--- config.mk ---
export PLATFORM = sky130hd
export DESIGN_NAME = wb_stage_param
export DESIGN_NICKNAME = d
export VERILOG_FILES = /design/src/rtl/wb_stage_param.sv
export SDC_FILE = /design/constraint.sdc
export NUM_CORES = 1
export LEC_CHECK = 0
export ABC_AREA = 1
export BUFFER_PORTS_ARGS = -buffer_cell sky130_fd_sc_hd__clkbuf_2
export CAP_MARGIN = 25
export CORE_MARGIN = 1.5
export CORE_UTILIZATION = 39
export DETAILED_ROUTE_END_ITERATION = 7
export HOLD_SLACK_MARGIN = 0.05
export PLACE_DENSITY_LB_ADDON = 0.25
export SLEW_MARGIN = 20
export SYNTH_ARGS = -nofsm -noshare
export SYNTH_HDL_FRONTEND = slang
export SYNTH_SLANG_ARGS = --single-unit
export TNS_END_PERCENT = 5
--- constraint.sdc ---
create_clock -name clk -period 8.75 [get_ports clk]
set_clock_uncertainty 0.05 [all_clocks]
set_input_delay 0.875 -clock clk [delete_from_list [all_inputs] [get_ports clk]]
set_output_delay 0.875 -clock clk [all_outputs]
set_load 0.05 [all_outputs]
--- src/rtl/wb_stage_param.sv ---
// wb_stage_param: MIPS write-back stage register with sub-word loads, bypass register and retire counter
module wb_stage_param #(
    parameter int DATA_W   = 32,
    parameter int REG_AW   = 5,
    parameter int RETIRE_W = 32
) (
    input  logic                clk,
    input  logic                rst,
    input  logic                in_valid,
    input  logic                hold,
    input  logic                flush,
    input  logic [DATA_W-1:0]   LMD_i,
    input  logic [DATA_W-1:0]   ALUo_i,
    input  logic [31:0]         IR_i,
    output logic [DATA_W-1:0]   WB_Data,
    output logic                WB_Write,
    output logic [REG_AW-1:0]   WB_Addr,
    output logic                fwd_valid,
    output logic [REG_AW-1:0]   fwd_addr,
    output logic [DATA_W-1:0]   fwd_data,
    output logic [RETIRE_W-1:0] retire_cnt
);
    logic [DATA_W-1:0] lmd, aluo;
    logic [31:0]       ir;
    logic              valid, fresh;
    logic [5:0]        op, funct;
    logic              is_r, is_imm, is_load, is_jal, dec_write, wr;
    logic [REG_AW-1:0] dec_addr;
    logic [7:0]        byte_v;
    logic [15:0]       half_v;
    logic [DATA_W-1:0] load_data, dec_data;
    logic              unused_ir;

    assign op        = ir[31:26];
    assign funct     = ir[5:0];
    assign unused_ir = ^{ir[25:21], ir[10:6]};

    // decode the resident instruction into write enable, target register and write data
    always_comb begin
        is_r      = op == 6'h00;
        is_imm    = op[5:3] == 3'b001;
        is_load   = op == 6'h20 || op == 6'h21 || op == 6'h23 || op == 6'h24 || op == 6'h25;
        is_jal    = op == 6'h03;
        dec_write = (is_r && funct != 6'h08) || is_imm || is_load || is_jal;
        dec_addr  = is_jal ? '1 : is_r ? REG_AW'(ir[15:11]) : REG_AW'(ir[20:16]);
        byte_v    = lmd[{aluo[1:0], 3'b000} +: 8];
        half_v    = lmd[{aluo[1], 4'b0000} +: 16];
        load_data = op == 6'h20 ? DATA_W'($signed(byte_v)) :
                    op == 6'h24 ? DATA_W'(byte_v) :
                    op == 6'h21 ? DATA_W'($signed(half_v)) :
                    op == 6'h25 ? DATA_W'(half_v) :
                                  DATA_W'($signed(lmd[31:0]));
        dec_data  = is_load ? load_data : aluo;
        wr        = valid && fresh && dec_write && dec_addr != '0;
        WB_Write  = wr && !rst;
        WB_Data   = rst ? '0 : dec_data;
        WB_Addr   = rst ? '0 : dec_addr;
    end

    // falling-edge stage update: flush beats hold beats load; bypass and counter track the outgoing instruction
    always_ff @(negedge clk or posedge rst) begin
        if (rst) begin
            lmd        <= '0;
            aluo       <= '0;
            ir         <= '0;
            valid      <= 1'b0;
            fresh      <= 1'b0;
            fwd_valid  <= 1'b0;
            fwd_addr   <= '0;
            fwd_data   <= '0;
            retire_cnt <= '0;
        end else begin
            if (wr) begin
                fwd_valid <= 1'b1;
                fwd_addr  <= dec_addr;
                fwd_data  <= dec_data;
            end
            if (valid && fresh)
                retire_cnt <= retire_cnt + RETIRE_W'(1);
            if (flush) begin
                valid <= 1'b0;
                fresh <= 1'b0;
            end else if (hold) begin
                fresh <= 1'b0;
            end else begin
                lmd   <= LMD_i;
                aluo  <= ALUo_i;
                ir    <= IR_i;
                valid <= in_valid;
                fresh <= in_valid;
            end
        end
    end
endmodule
==> impl_metrics.toml <==
[synthesis]
synth.net_count = 1188
synth_cells = 1086
synthTopCellsByArea = "dfrtn_1, nand2_1, nor2_1"
ys_seq_area_frac = 0.493
yosysWarnings = 0
syn_area_per_cell_um2 = 7.39
ys_ff_latch = 158
ys_types = 30
syn_area_mm2 = 0.00802
synth_top_area_frac = 0.493
synth.largest_area_cell = "dfrtn_1"

[cts]
clockBufferDepth = 2
cts_setup_buffers = 0
cts_tree = "built"
cts_made_buffers = 17
cts_root_buffer = "clkbuf_16"
path_clk_slew_ns = 0.05
hold_buffers = 0
cts_sinks = 158
cts-resized-gates = 0
worstSkewPairLatency_ns = 0.40
htree_levels = 4

[layout]
finish.utilization = 0.488
seq_area_mm2 = 0.00395
area_growth_pct = 23.1
n_fill_cell = 2058
drive_above_1_share = 0.204
multiInputGateArea_mm2 = 0.00356
stdcell_count = 1544
antenna_cells = 0
nets = 1363

[die]
pin_count = 209
start_util = 0.396
die_y_um = 146
die_w_um = 146
core_mm2 = 0.0202
die_area_mm2 = 0.0214
rows = 52

[hold_path]
hold_class = "flip-flop to flip-flop"
hold_path_startpoint = "fwd_valid$_DFFE_NP0P_"
holdPathEnd = "fwd_valid$_DFFE_NP0P_"
hold_depth = 2

[critical_path]
rrSetupSlack_ns = 6.06
reg2reg_from = "ir[31]$_DFFE_NP0P_"
critPathLaunchType = "flip-flop"
worstSetupEndpointType = "output port"
cp_data_arrival_time_ns = 7.38
worst_ep_required_time_ns = 7.83
reg2regPathDepth = 10
timing.rr.end = "fwd_data[11]$_DFFE_NP0P_"
path_class = "flip-flop to output port"
path_max_fanout = 24

[placement]
place.port_buffers = 198
place_congestion = 0.853
placed_cells = 1511
dp_hpwl_um = 16800
place_ws_ns = 0.871

[detailed_routing]
wl_per_cell_um = 15.0
drt_iter0_drc = 419
via_per_inst = 4.82
firstDrtPassIters = 5
antenna_left = 0
vias = 7439
routed_wl_um = 23200
post-route-drc-count = 0

[sta]
rsz0062_at_grt = "no"
max_slew_margin = 0.333
setup_viol = 0
worst_slew_pin_slew_ns = 0.999
slew_violations = 0
holdWs_ns = 0.356
finalSetupTns_ns = 0
hold_viol_final = 0
fin_ws_ns = 0.443

[run_status]
outcome = "finished clean"

[grt]
track_usage = 0.223
antenna_found_initial = 0
grt_overflow = 0
grt_start_max_net_pins = 115
grt_pass1_vias = 6958
grt_pass1_wl_um = 37400

[power_and_ir_drop]
power_leakage_nw = 5.46
ir_worst_vdd_uv = 127
pwr_density_cell_mw_per_mm2 = 231

[job]
maxCapViolCount = 0
-- layout by cell type, fill, tap and decap left out, drive strengths merged, types with 15 or more instances in the layout --
master	n
nor2	136
inv	80
o211ai	15
nand2	425
and2	16
dfrtn	158
xor2	17
a21oi	19
nand3	72
clkbuf	215
o21ai	45
nor3	23
-- worst max-delay path, cell delays in order (launching register included) --
cell	delay (ns)
dfrtn_1	0.56
nand2_1	0.15
inv_2	0.25
nand2_2	0.22
inv_2	0.41
buf_4	0.31
nor2_1	0.07
nor3_1	0.29
clkbuf_2	0.34
-- cell families (layout without fill, tap and decap cells) --
| kind of cell | after synthesis | count (layout) | share of synthesized area |
|---|---|---|---|
| simple gates | 687 | 687 | 0.351 |
| flops | 158 | 158 | 0.493 |
| buf+inv | 129 | 317 | 0.0652 |
| compound gates | 80 | 80 | 0.0558 |
| xor+xnor | 31 | 31 | 0.0338 |
| fa+ha+maj | 1 | 1 | 0.00156 |
-- per-layer routing --
layer / vias up / GRT usage / wire (µm)
met1: 3442 / 0.328 / 11300
li1: 3745 / - / -
met4: 0 / 0.0687 / 418
met5: - / 0 / 0
met2: 218 / 0.337 / 10300
met3: 34 / 0.0341 / 1140
-- power breakdown --
part           internal [W]  switching, W  total (W)
Clock              0.000463      0.000322   0.000784
Combinational      0.000152      0.000455   0.000608
Sequential         0.000828     0.0000608   0.000889
Total               0.00144      0.000838    0.00228
-- worst max path at each step --
stage / end / slack, ns / from / depth (start not counted)
6_report: WB_Data[20] / 0.44 / ir[31]$_DFFE_NP0P_ / 8
5_1_grt: WB_Data[1] / 0.24 / ir[26]$_DFFE_NP0P_ / 8
4_1_cts: WB_Data[20] / 0.44 / ir[31]$_DFFE_NP0P_ / 8
3_5_place_dp: WB_Data[20] / 0.87 / ir[31]$_DFFE_NP0P_ / 8
3_3_place_gp: WB_Data[20] / 0.89 / ir[31]$_DFFE_NP0P_ / 8
2_1_floorplan: aluo[0]$_DFFE_NP0P_ / 0.47 / rst / 3
-- stage by stage --
stage / power, W / cell area [µm²]
final: 0.00228 / 9880
after global routing: 0.00239 / 9880
after CTS: 0.00230 / 9860
after detailed placement: 0.00151 / 9240
after global placement: 0.00150 / 9240
after floorplan: 0.00134 / 8020
-- flip-flops by register name, summed over array words and instances (netlist names) --
| name | count |
|---|---|
| fwd_addr | 5 |
| fwd_valid | 1 |
| ir | 22 |
| valid | 1 |
| aluo | 32 |
| lmd | 32 |
| fwd_data | 32 |
| retire_cnt | 32 |
| fresh | 1 |
-- cells in the mapped netlist, drive strengths merged --
library cell and count:
a21oi 19, and2 16, buf 17, clkbuf 36
dfrtn 158, ha 1, inv 76, nand2 425
nand3 72, nand3b 2, nand4 9, nor2 136
nor3 23, nor4 4, o211ai 15, o21ai 45
o21bai 1, xnor2 14, xor2 17
-- area by class of cell --
class / count / share of cell area
Clock buffer: 18 / 0.0445
Clock inverter: 14 / 0.0185
Inverter: 76 / 0.0294
Multi-Input combinational cell: 799 / 0.360
Sequential cell: 158 / 0.400
Tap cell: 270 / 0.0342
Timing Repair Buffer: 209 / 0.113
No activity file was read; power rests on OpenSTA's default activity.
